### config.mk
export PLATFORM = sky130hd
export DESIGN_NAME = muldiv_unit
export DESIGN_NICKNAME = d
export VERILOG_FILES = /design/src/rtl/muldiv_pkg.sv /design/src/rtl/muldiv_iter_core.sv /design/src/rtl/muldiv_unit.sv
export SDC_FILE = /design/constraint.sdc
export NUM_CORES = 1
export LEC_CHECK = 0
export CAP_MARGIN = 10
export CORE_MARGIN = 3
export CORE_UTILIZATION = 45
export CTS_BUF_LIST = sky130_fd_sc_hd__clkbuf_2
export DETAILED_ROUTE_END_ITERATION = 6
export GPL_TIMING_DRIVEN = 1
export PLACE_DENSITY_LB_ADDON = 0.12
export SETUP_SLACK_MARGIN = 0.3
export SLEW_MARGIN = 5
export SYNTH_ARGS = -nofsm -noshare
export SYNTH_HDL_FRONTEND = slang
export SYNTH_SLANG_ARGS = --single-unit
### constraint.sdc
create_clock -name clk -period 3.53 [get_ports clk]
set_input_delay 0.706 -clock clk [delete_from_list [all_inputs] [get_ports clk]]
set_output_delay 0.706 -clock clk [all_outputs]
set_load 0.01 [all_outputs]
### src/rtl/muldiv_pkg.sv
`default_nettype none
// muldiv_pkg: shared encodings for the RV32M multiply/divide unit.
// Rev 1.0
package muldiv_pkg;

   localparam logic [6:0] FUNCT7_MULDIV = 7'b0000001;

   localparam logic [2:0] F3_MUL    = 3'b000;
   localparam logic [2:0] F3_MULH   = 3'b001;
   localparam logic [2:0] F3_MULHSU = 3'b010;
   localparam logic [2:0] F3_MULHU  = 3'b011;
   localparam logic [2:0] F3_DIV    = 3'b100;
   localparam logic [2:0] F3_DIVU   = 3'b101;
   localparam logic [2:0] F3_REM    = 3'b110;
   localparam logic [2:0] F3_REMU   = 3'b111;

   typedef enum logic [1:0] {
      ST_IDLE = 2'd0,
      ST_CALC = 2'd1,
      ST_FIX  = 2'd2,
      ST_DONE = 2'd3
   } state_t;

endpackage
`default_nettype wire

### src/rtl/muldiv_iter_core.sv
`default_nettype none
// muldiv_iter_core: one-bit-per-step shift-add multiply / restoring divide on magnitudes.
// Rev 1.0
module muldiv_iter_core
   import muldiv_pkg::*;
#(
   parameter int WIDTH = 32
) (
   input  logic                 clk,
   input  logic                 rst,
   input  logic                 load,
   input  logic                 step,
   input  logic                 is_mul,
   input  logic [WIDTH-1:0]     mag_a,
   input  logic [WIDTH-1:0]     mag_b,
   output logic [2*WIDTH-1:0]   acc
);

   logic [WIDTH-1:0]   opb;
   logic [WIDTH:0]     mul_sum;
   logic [WIDTH:0]     rem_shift;
   logic [WIDTH:0]     diff;
   logic [2*WIDTH-1:0] acc_next;

   // Multiply: low half holds the remaining multiplier bits, high half the partial sum.
   // Divide: high half is the running remainder, low half shifts dividend out / quotient in.
   always_comb begin
      mul_sum   = {1'b0, acc[2*WIDTH-1:WIDTH]} + {1'b0, (acc[0] ? opb : {WIDTH{1'b0}})};
      rem_shift = acc[2*WIDTH-1:WIDTH-1];
      diff      = rem_shift - {1'b0, opb};
      if (is_mul) begin
         acc_next = {mul_sum, acc[WIDTH-1:1]};
      end else if (!diff[WIDTH]) begin
         acc_next = {diff[WIDTH-1:0], acc[WIDTH-2:0], 1'b1};
      end else begin
         acc_next = {rem_shift[WIDTH-1:0], acc[WIDTH-2:0], 1'b0};
      end
   end

   always_ff @(posedge clk or negedge rst) begin
      if (!rst) begin
         acc <= '0;
         opb <= '0;
      end else if (load) begin
         acc <= {{WIDTH{1'b0}}, mag_a};
         opb <= mag_b;
      end else if (step) begin
         acc <= acc_next;
      end
   end

endmodule
`default_nettype wire

### src/rtl/muldiv_unit.sv
`default_nettype none
// muldiv_unit: multi-cycle RV32M MUL/MULH/MULHSU/MULHU/DIV/DIVU/REM/REMU with valid/ready.
// Rev 1.0
module muldiv_unit
   import muldiv_pkg::*;
#(
   parameter int WIDTH = 32
) (
   input  logic             clk,
   input  logic             rst,
   input  logic             in_valid,
   output logic             in_ready,
   input  logic [2:0]       funct3,
   input  logic [WIDTH-1:0] op_a,
   input  logic [WIDTH-1:0] op_b,
   input  logic             kill,
   output logic             out_valid,
   input  logic             out_ready,
   output logic [WIDTH-1:0] result,
   output logic             busy
);

   localparam int               CNT_W     = $clog2(WIDTH + 1);
   localparam logic [CNT_W-1:0] LAST_ITER = CNT_W'(WIDTH - 1);
   localparam logic [WIDTH-1:0] MOST_NEG  = {1'b1, {(WIDTH-1){1'b0}}};

   state_t             state;
   logic [CNT_W-1:0]   iter;
   logic [2:0]         op_q;
   logic               neg_q;   // product / quotient needs negation
   logic               neg_r;   // remainder takes the dividend's sign

   logic               accept;
   logic               step;
   logic               a_signed;
   logic               b_signed;
   logic               a_neg;
   logic               b_neg;
   logic               div_zero;
   logic               div_ovf;
   logic [WIDTH-1:0]   mag_a;
   logic [WIDTH-1:0]   mag_b;
   logic [WIDTH-1:0]   special_res;
   logic [WIDTH-1:0]   fix_res;
   logic [WIDTH-1:0]   quo;
   logic [WIDTH-1:0]   rem;
   logic [2*WIDTH-1:0] acc;
   logic [2*WIDTH-1:0] prod;

   assign accept = (state == ST_IDLE) && in_valid && !kill;
   assign step   = (state == ST_CALC) && !kill;

   always_comb begin
      a_signed = 1'b0;
      b_signed = 1'b0;
      case (funct3)
         F3_MULH, F3_DIV, F3_REM: begin
            a_signed = 1'b1;
            b_signed = 1'b1;
         end
         F3_MULHSU: a_signed = 1'b1;
         default: ;
      endcase
   end

   assign a_neg    = a_signed && op_a[WIDTH-1];
   assign b_neg    = b_signed && op_b[WIDTH-1];
   assign mag_a    = a_neg ? -op_a : op_a;
   assign mag_b    = b_neg ? -op_b : op_b;

   assign div_zero = funct3[2] && (op_b == '0);
   assign div_ovf  = funct3[2] && !funct3[0] && (op_a == MOST_NEG) && (op_b == '1);

   always_comb begin
      special_res = '0;
      if (div_zero) begin
         special_res = funct3[1] ? op_a : '1;
      end else if (div_ovf) begin
         special_res = funct3[1] ? '0 : op_a;
      end
   end

   assign prod = neg_q ? -acc : acc;
   assign quo  = acc[WIDTH-1:0];
   assign rem  = acc[2*WIDTH-1:WIDTH];

   always_comb begin
      fix_res = '0;
      if (!op_q[2]) begin
         fix_res = (op_q == F3_MUL) ? prod[WIDTH-1:0] : prod[2*WIDTH-1:WIDTH];
      end else if (op_q[1]) begin
         fix_res = neg_r ? -rem : rem;
      end else begin
         fix_res = neg_q ? -quo : quo;
      end
   end

   muldiv_iter_core #(.WIDTH(WIDTH)) u_core (
      .clk    (clk),
      .rst    (rst),
      .load   (accept),
      .step   (step),
      .is_mul (!op_q[2]),
      .mag_a  (mag_a),
      .mag_b  (mag_b),
      .acc    (acc)
   );

   always_ff @(posedge clk or negedge rst) begin
      if (!rst) begin
         state     <= ST_IDLE;
         in_ready  <= 1'b1;
         busy      <= 1'b0;
         out_valid <= 1'b0;
         result    <= '0;
         iter      <= '0;
         op_q      <= '0;
         neg_q     <= 1'b0;
         neg_r     <= 1'b0;
      end else if (kill) begin
         state     <= ST_IDLE;
         in_ready  <= 1'b1;
         busy      <= 1'b0;
         out_valid <= 1'b0;
      end else begin
         case (state)
            ST_IDLE: begin
               if (accept) begin
                  op_q     <= funct3;
                  neg_q    <= a_neg ^ b_neg;
                  neg_r    <= a_neg;
                  iter     <= '0;
                  in_ready <= 1'b0;
                  busy     <= 1'b1;
                  if (div_zero || div_ovf) begin
                     result    <= special_res;
                     out_valid <= 1'b1;
                     state     <= ST_DONE;
                  end else begin
                     state <= ST_CALC;
                  end
               end
            end
            ST_CALC: begin
               iter <= iter + 1'b1;
               if (iter == LAST_ITER) begin
                  state <= ST_FIX;
               end
            end
            ST_FIX: begin
               result    <= fix_res;
               out_valid <= 1'b1;
               state     <= ST_DONE;
            end
            ST_DONE: begin
               if (out_ready) begin
                  out_valid <= 1'b0;
                  in_ready  <= 1'b1;
                  busy      <= 1'b0;
                  state     <= ST_IDLE;
               end
            end
            default: state <= ST_IDLE;
         endcase
      end
   end

endmodule
`default_nettype wire

* Word-level counts from Yosys, hierarchy flattened
Cells that the tools add are included.
Cells by class: multiplexer cells 42, reductions and logical operators 28, $add $sub $neg 8, eq/ne operators 16, bitwise gates (word level) 2
Operators with widths (count):
- $mux 32 | 14
- $mux 64 | 5
- $neg 32->32 | 4
- $eq 32x32->1 const B | 2
- $neg 64->64 | 1
- $pmux 32 s2 | 1
- $add 32x32->33 | 1
- $sub 33x32->33 | 1
- $logic_not 32->1 | 1
- $pmux 6 s2 | 1
- $reduce_and 3->1 | 4
- $mux 1 | 11
- $mux 2 | 5
- $logic_and 1x1->1 | 9
- $pmux 2 s4 | 1
- $reduce_and 4->1 | 2
- $add 6x1->6 const B | 1
- $eq 3x3->1 const B | 2
- $eq 6x5->1 const B | 1
- $mux 6 | 1
- $ne 3x2->1 const B | 2
- $ne 3x3->1 const B | 2
- $reduce_bool 2->1 | 3
- $eq 2x2->1 const B | 2
- 17 further kinds | 19
Word-level totals: output and inout port bits 35, word-level logic and storage cells 107, bits of input ports 72, register bits 144

* Longest topological paths before layout
Gate-level depths: netlist (run 1).
depth in word-level cells 9, gate-level depth with buffers 15, mapped depth without buffers 13

* Cells and area by module
A second synthesis (run 1) with hierarchy kept.
Unflattened totals: cells, all modules 2078, area, all modules 15579.9 µm²
By module, submodules not included:
- muldiv_iter_core | cells each 1097, times used 1, area an instance 8617.0 µm², sequential area each 2402.3 µm²
- muldiv_unit | cells each 981, times used 1, area an instance 6962.9 µm², sequential area each 1202.4 µm²

* Worst setup path before layout (run 1)
Ideal clock, no wire load.
path type register -> register, start point register u_core.acc[13], end point register result[4], setup slack 0.098 ns, stages on the path, launching flop included 12, arrival time 3.304 ns, period minus slack after synthesis 3.432 ns, data required time 3.402 ns, buffers on the path 2, setup time 0.128 ns, path through dfrtp_1 or4_4 or3_4 or3_1 buf_2 or4_4 buf_6 nor3_2 mux2_1 o21ai_1 a21oi_1 mux2_1
On the way: word-level cells in the longest chain between the ends 5
Ends and longest elaborated chain:
- from (decl) | line muldiv_iter_core.sv:16 | output logic [2*WIDTH-1:0] acc
- from (signal assigned) | line muldiv_iter_core.sv:45 | acc <= {{WIDTH{1'b0}}, mag_a};
- from (signal assigned) | line muldiv_iter_core.sv:48 | acc <= acc_next;
- $neg 64->64 | line muldiv_unit.sv:83 | assign prod = neg_q ? -acc : acc;
- $mux 64 | line muldiv_unit.sv:83
- $mux 32 | line muldiv_unit.sv:90 | fix_res = (op_q == F3_MUL) ? prod[WIDTH-1:0] : prod[2*WIDTH-1:WIDTH];
- $mux 32 | line muldiv_unit.sv:89 | if (!op_q[2]) begin
- $pmux 32 s2 | line muldiv_unit.sv:126 | case (state)
- to (signal assigned) | line muldiv_unit.sv:136 | result <= special_res;
- to (signal assigned) | line muldiv_unit.sv:151 | result <= fix_res;
- to (decl) | line muldiv_unit.sv:19 | output logic [WIDTH-1:0] result,
Every way passes these cells. A chain may end at the register's enable or synchronous reset.

* Final worst setup path (run 1)
start point register u_core.acc[4], end point register result[0]
Same word-level chain as after synthesis.

==> metrics.md, run 1 <==
| Metric | Value |
|---|---|
| Status | `finished clean` |
| Final Core Density | `57.97%` |
| Core footprint | `32,780 um2` |
| Post-synthesis sequential area ratio | `23.95%` |
| M1 WL | `26,820 um` |
| Clock latency on the worst-skew pair | `0.84 ns` |
| Dpl ws | `-0.2684 ns` |
| Final WS setup | `0.1347 ns` |
| DIE AREA | `35,680 um2` |
| Avg Inst Size Synth | `7.522 um2` |
| Layout cells sized above 1 | `19.70%` |
| Final Hold Fails | `0` |
| # H-tree levels | `4` |
| Routed WL per cell | `22.12 um` |
| Layout area overhead | `26.26%` |
| Global-route wire length before repair | `91,450 um` |
| Final instance area | `19,000 um2` |
| Reg2Reg Capture Point | `result[0]` |
| PD cells | `944.7 nW/um2` |
| Worst Hold Class | `in2async` |
| WP data required | `4.27 ns` |
| Most frequent cells in the layout | `buf_4, nand2_1, o21ai_0` |
| Vias in the first global route | `15,626` |
| Total CTS buffers | `17` |
| Post-synth EDFFs | `0` |
| Peak Freq | `0.2945 GHz` |
| Port bufs | `106` |
| Antenna Violating Nets Remaining | `0` |
| Non-Filler Instances | `2,684` |
| Total track usage | `32.50%` |
| Fillers | `3,172` |
| Syn_nets | `2,149` |
| Post-synth cell types | `89` |
| Antenna violations before repair | `1` |
| FF+latch count, synth | `144` |
| Worst Setup Start Kind | `register` |
| Leak pwr | `7.958 nW` |
| Setup Total Neg Slack | `0 ns` |
| Vias | `16,653` |
| DRC viols | `0` |
| RR Startpoint | `u_core.acc[4]` |
| Reg2Reg Depth | `10` |
| Fin crit share | `96.18%` |
| Final Power | `17.95 mW` |
| Nets@finish | `2,375` |
| Worst-Margin Slew | `1.086 ns` |
| DP Cell Count | `2,630` |
| Die W | `188.9 um` |
| Die H | `188.9 um` |
| Initial Util | `45.91%` |
| Crit Path Category | `reg2reg` |
| Top layer in use | `met4` |
| Clk buf depth | `2` |
| Max FO, Critical Path | `6` |
| Netlist Area Pre-Place | `15,050 um2` |
| Ys async rst share | `100.0%` |
| GP Congestion | `0.9863` |
| Reg2Reg Setup Slack | `0.13 ns` |
| Largest net degree at the start of global routing | `71` |
| Final wirelength | `59,370 um` |
| Crit path capture type | `register` |
| Worst Skew | `0.05410 ns` |
| Final setup violation count | `0` |
| DR WL met2 | `26,890 um` |
| CTS tree | `built` |
| Mapped Cells | `2,001` |
| Main synth FF type | `dfrtp_1` |
| # IOs | `107` |
| Unrepaired setup endpoints after global routing | `yes` |
| Row cnt | `66` |
| Pins Over Slew Limit | `0` |
| Commonest non-fill, non-tap cell in the layout | `buf_4` |
| 1st-iter DRT viols | `1,769` |
| Total clock sinks | `144` |
| Max Cap Viol | `0` |
| Clock root buffer | `clkbuf_2` |
| WHS | `0.4243 ns` |
| Pre-antenna DRT Iters | `6` |
| Hpwl dp | `45,670 um` |
| Synth warn | `0` |
| Met3 wire len | `4246 um` |
| Area after DPL | `17,950 um2` |
| Worst path arrival time | `4.14 ns` |
| Routed vias/inst | `6.205` |
| Gr ovfl total | `0` |
| Max VDD drop | `0.0004836 V` |
| Clock-pin slew on the worst setup and hold paths | `0.23 ns` |
| Slew Limit Headroom | `27.63%` |
| Final min period | `3.395 ns` |
## metal layers
| metal | vias up | track usage, % |
|---|---|---|
| met1 | 8105 | 46.86 |
| met3 | 91 | 4.647 |
| met5 | - | 0 |
| li1 | 7751 | - |
| met2 | 706 | 51.29 |
| met4 | 0 | 8.450 |
## worst max-delay path by stage
stage	startpoint	end	slack [ns]	cells after the start
finish	u_core.acc[4]	result[0]	0.13	10
global route	u_core.acc[7]	result[4]	0.12	9
CTS	u_core.acc[13]	result[4]	0.14	9
detailed placement	op_b[0]	result[27]	-0.27	13
global placement	op_b[0]	result[31]	-0.16	13
floorplan	u_core.acc[8]	result[4]	0.12	11
## cell type report
| class | count | area [um2] | area share [%] |
|---|---|---|---|
| antenna | 3 | 7.507 | 0.03950 |
| clock buffer | 18 | 90.09 | 0.4741 |
| clock inverter | 13 | 170.2 | 0.8954 |
| inverter | 68 | 257.7 | 1.356 |
| multi-input combinational | 1650 | 11280 | 59.35 |
| sequential | 144 | 3617 | 19.03 |
| tap | 442 | 553.0 | 2.910 |
| timing repair buffer | 346 | 3029 | 15.94 |
## flip-flops by register name, indices dropped and copies added, names as in the netlist
| name | count |
|---|---|
| state | 2 |
| neg_r | 1 |
| in_ready | 1 |
| u_core.opb | 32 |
| iter | 6 |
| result | 32 |
| busy | 1 |
| neg_q | 1 |
| out_valid | 1 |
| op_q | 3 |
| u_core.acc | 64 |
## critical path, cell delays in order (launching register included)
cell and delay, ns:
dfrtp_1 0.52, nor3_1 0.51, nand2_1 0.29, or3_4 0.45, or4_4 0.55, buf_8 0.18
nand2_8 0.08, mux2_4 0.33, o221ai_4 0.17, a211oi_2 0.10, a21o_1 0.16
## repair_timing
action / CTS / global route
cloned: 0 / 0
gates resized for setup: 61 / 107
setup endpoints to repair: 53 / 61
endpoints found under the hold margin: 68 / 0
pin swaps: 22 / 42
buffers inserted: 9 / 10
hold buffers: 1 / 0
## cell families after synthesis
kind of cell	count (synthesis)	synth area share, %
flops	144	23.95
fa+ha+maj	76	6.418
buf+inv	207	5.304
mux	51	3.500
xor+xnor	186	10.82
compound gates	680	28.69
simple gates	657	21.32
## power by group
part | total (mW) | leakage (nW) | internal (mW) | switching (mW)
clock | 1.13 | 0.154 | 0.455 | 0.671
sequential | 3.24 | 1.82 | 2.34 | 0.896
combinational | 13.6 | 5.98 | 5.71 | 7.88
total | 18.0 | 7.96 | 8.51 | 9.45
## synth_stat cells, types with 9 or more instances
cell,count,area [um2]
nor3_1,41,205.2
clkbuf_1,125,469.2
or4_1,23,172.7
nor2b_1,13,81.33
nor2_1,153,574.3
or3_1,26,162.7
o22ai_1,9,56.30
a21o_1,42,315.3
ha_1,74,925.9
o221ai_1,18,157.7
mux2i_1,41,410.4
o21ai_0,205,1026
nand2_1,222,833.3
xnor2_1,88,770.7
o31ai_1,33,247.7
nand4_1,20,125.1
a21oi_1,160,800.8
a211oi_1,11,82.58
dfrtp_1,143,3578
nand3_1,35,175.2
and2_1,14,87.58
nand2b_1,30,187.7
o21a_1,9,67.56
inv_1,68,255.2
a31oi_1,23,143.9
and3_1,13,81.33
or2_2,13,81.33
xor2_1,98,858.3
nor4_1,18,112.6
o211ai_1,51,382.9
o41ai_1,11,96.34
a21boi_0,9,67.56
o21ai_1,16,80.08
No activity file was read; power rests on OpenSTA's default activity.
==> inputs of run 2 (changes only) <==
Settings changed: TNS_END_PERCENT set to 1.
==> run 2 against run 1 <==
- clock power about the same
- non-clock buffer count fell by 23
- count of clock-buffer cells in the layout stayed put
- critical endpoint unchanged
==> metrics.md, run 2 (synthesis results as in run 1) <==
| Metric | Value |
|---|---|
| Vias | `16,468 (was 16,653)` |
| Max FO, Critical Path | `7 (was 6)` |
| Crit Path Category | `reg2reg (unchanged)` |
| Vias in the first global route | `15,740 (was 15,626)` |
| Final setup violation count | `0 (unchanged)` |
| CP top delay family | `simple AND/OR/NAND/NOR gates (unchanged)` |
| Routed vias/inst | `6.191 (was 6.205)` |
| Unrepaired setup endpoints after global routing | `yes (unchanged)` |
| Largest regs | `u_core.acc x64, result x32, u_core.opb x32 (unchanged)` |
| WP data required | `4.30 ns (was 4.27 ns)` |
| DP Cell Count | `2,619 (was 2,630)` |
| Worst path arrival time | `4.16 ns (was 4.14 ns)` |
| Final Hold Fails | `0 (unchanged)` |
| Antenna violations before repair | `3 (was 1)` |
| Pre-antenna DRT Iters | `7 (was 6)` |
| Hpwl dp | `44,720 um (was 45,670 um)` |
| Total CTS buffers | `17 (unchanged)` |
| Cell Chain, Critical Path | `or4_4 -> or3_4 -> or3_4 -> or4_4 -> buf_8 -> nand2_4 -> mux2_4 -> o221ai_4 -> a211oi_2 -> a21o_1 (was nor3_1 -> nand2_1 -> or3_4 -> or4_4 -> buf_8 -> nand2_8 -> mux2_4 -> o221ai_4 -> a211oi_2 -> a21o_1)` |
| Final Core Density | `56.23% (was 57.97%)` |
| Clock network power share | `6.4% (was 6.3%)` |
| Final wirelength | `57,470 um (was 59,370 um)` |
| Routed WL per cell | `21.60 um (was 22.12 um)` |
| Pint | `8.106 mW (was 8.507 mW)` |
| Final WS setup | `0.1450 ns (was 0.1347 ns)` |
| Net load switching power | `9.184 mW (was 9.446 mW)` |
| Dpl ws | `-0.2529 ns (was -0.2684 ns)` |
| Nets@finish | `2,352 (was 2,375)` |
| Seq pwr share | `18.5% (was 18.0%)` |
| Worst-Margin Slew | `0.9731 ns (was 1.086 ns)` |
| Status | `finished clean (unchanged)` |
| Gr ovfl total | `0 (unchanged)` |
| Pins Over Slew Limit | `0 (unchanged)` |
| Max VDD drop | `0.0004786 V (was 0.0004836 V)` |
| Clock root buffer | `clkbuf_2 (unchanged)` |
| Peak Freq | `0.2954 GHz (was 0.2945 GHz)` |
| Slowest cell delay on critical path | `0.55 ns (about the same)` |
| 1st-iter DRT viols | `1,566 (was 1,769)` |
| Largest net degree at the start of global routing | `66 (was 71)` |
| Total clock sinks | `144 (unchanged)` |
| Reg2Reg Setup Slack | `0.14 ns (was 0.13 ns)` |
| Most frequent cells in the layout | `nand2_1, buf_4, o21ai_0 (was buf_4, nand2_1, o21ai_0)` |
| # IOs | `107 (unchanged)` |
| Row cnt | `66 (unchanged)` |
| CTS tree | `built (unchanged)` |
| Commonest non-fill, non-tap cell in the layout | `nand2_1 (was buf_4)` |
| RR Startpoint | `u_core.acc[6] (was u_core.acc[4])` |
| Die W | `188.9 um (unchanged)` |
| Final Power | `17.29 mW (was 17.95 mW)` |
| Worst Skew | `0.05002 ns (was 0.05410 ns)` |
| Worst Hold Class | `in2async (unchanged)` |
| Crit path capture type | `register (unchanged)` |
| Non-Filler Instances | `2,660 (was 2,684)` |
| Clock-pin slew on the worst setup and hold paths | `0.26 ns (was 0.23 ns)` |
| Port bufs | `106 (unchanged)` |
| Clock latency on the worst-skew pair | `0.85 ns (was 0.84 ns)` |
| PD cells | `937.9 nW/um2 (was 944.7 nW/um2)` |
| Final instance area | `18,430 um2 (was 19,000 um2)` |
| CP max stage cell | `or4_4 (unchanged)` |
| Layout cells sized above 1 | `15.65% (was 19.70%)` |
| Net Sw Frac | `53.12% (was 52.62%)` |
| Worst path buffer plus inverter count | `1 (unchanged)` |
| DRC viols | `0 (unchanged)` |
| Antenna Violating Nets Remaining | `0 (unchanged)` |
| Total track usage | `31.70% (was 32.50%)` |
| WHS | `0.4061 ns (was 0.4243 ns)` |
| Layout area overhead | `22.48% (was 26.26%)` |
| # H-tree levels | `4 (unchanged)` |
| DIE AREA | `35,680 um2 (unchanged)` |
| GP Congestion | `0.9828 (was 0.9863)` |
| Global-route wire length before repair | `89,230 um (was 91,450 um)` |
| Slew Limit Headroom | `35.13% (was 27.63%)` |
| Worst Setup Start Kind | `register (unchanged)` |
| Reg2Reg Depth | `10 (unchanged)` |
| Fin crit share | `95.89% (was 96.18%)` |
| Max reg flops | `64 (unchanged)` |
| Final min period | `3.385 ns (was 3.395 ns)` |
| Initial Util | `45.91% (unchanged)` |
| Core footprint | `32,780 um2 (unchanged)` |
| Setup Total Neg Slack | `0 ns (unchanged)` |
| Reg2Reg Capture Point | `result[0] (unchanged)` |
| Clk buf depth | `2 (unchanged)` |
| Die H | `188.9 um (unchanged)` |
| Gate power share | `75.1% (was 75.7%)` |
| Area after DPL | `17,850 um2 (was 17,950 um2)` |
| Max Cap Viol | `0 (unchanged)` |
| Most flops, register | `u_core.acc (unchanged)` |
| Leak pwr | `7.809 nW (was 7.958 nW)` |
run 2: changes by cell type in the layout (fill, tap and decap cells not counted), moves of 7 or more:
cell / before / now
a21oi_1: 137 / 155
a21oi_2: 20 / 3
buf_4: 221 / 205
ha_1: 55 / 71
o21ai_0: 184 / 199
ha_2: 16 / 3
o21ai_2: 13 / 6
run 2: power by group through the flow:
stage	Clock, mW	Combinational [mW]	Sequential [mW]
finish	1.10	13.0	3.21
global route	1.19	14.1	3.29
global placement	0	12.3	3.18
floorplan	0	8.05	2.94
CTS	1.13	12.6	3.17
detailed placement	0	12.3	3.20
run 2: worst max path at each step:
stage | to | depth (start not counted) | from
2_1_floorplan | result[4] | 11 | u_core.acc[8]
3_3_place_gp | result[4] | 9 | op_a[29]
3_5_place_dp | result[27] | 11 | op_a[29]
4_1_cts | result[0] | 10 | u_core.acc[6]
5_1_grt | u_core.acc[59] | 15 | u_core.opb[0]
6_report | result[0] | 10 | u_core.acc[6]
run 2: worst reg2reg max path, delay by kind of cell (launching register included):
| family | cells | cell delay (ns) |
|---|---|---|
| flip-flops | 1 | 0.44 |
| buffers and inverters | 1 | 0.18 |
| AND/OR/NAND/NOR | 5 | 1.88 |
| AO/OA/AOI/OAI | 3 | 0.48 |
| multiplexers | 1 | 0.32 |
run 2: metal layers:
| layer | vias to the layer above | global-route usage (%) | wire length, um |
|---|---|---|---|
| li1 | 7702 | - | - |
| met1 | 7910 | 43.64 | 24920 |
| met2 | 734 | 48.56 | 25490 |
| met3 | 118 | 7.610 | 5006 |
| met4 | 4 | 11.57 | 2025 |
| met5 | - | 0 | 23 |
run 2: area by class of cell:
cell class	instances	area, um2
clock inverter	14	163.9
antenna	1	2.502
clock buffer	18	90.09
sequential	144	3610
tap	442	553.0
inverter	68	255.2
fill	3175	14350
timing repair buffer	323	2821
multi-input combinational	1650	10940
run 2: repair_timing:
item | CTS | global route
hold buffers | 1 | 0
pin swaps | 5 | 8
setup buffers | 3 | 4
gates resized for setup | 25 | 39
hold endpoints to repair | 57 | 0
endpoints found under the setup margin | 61 | 60
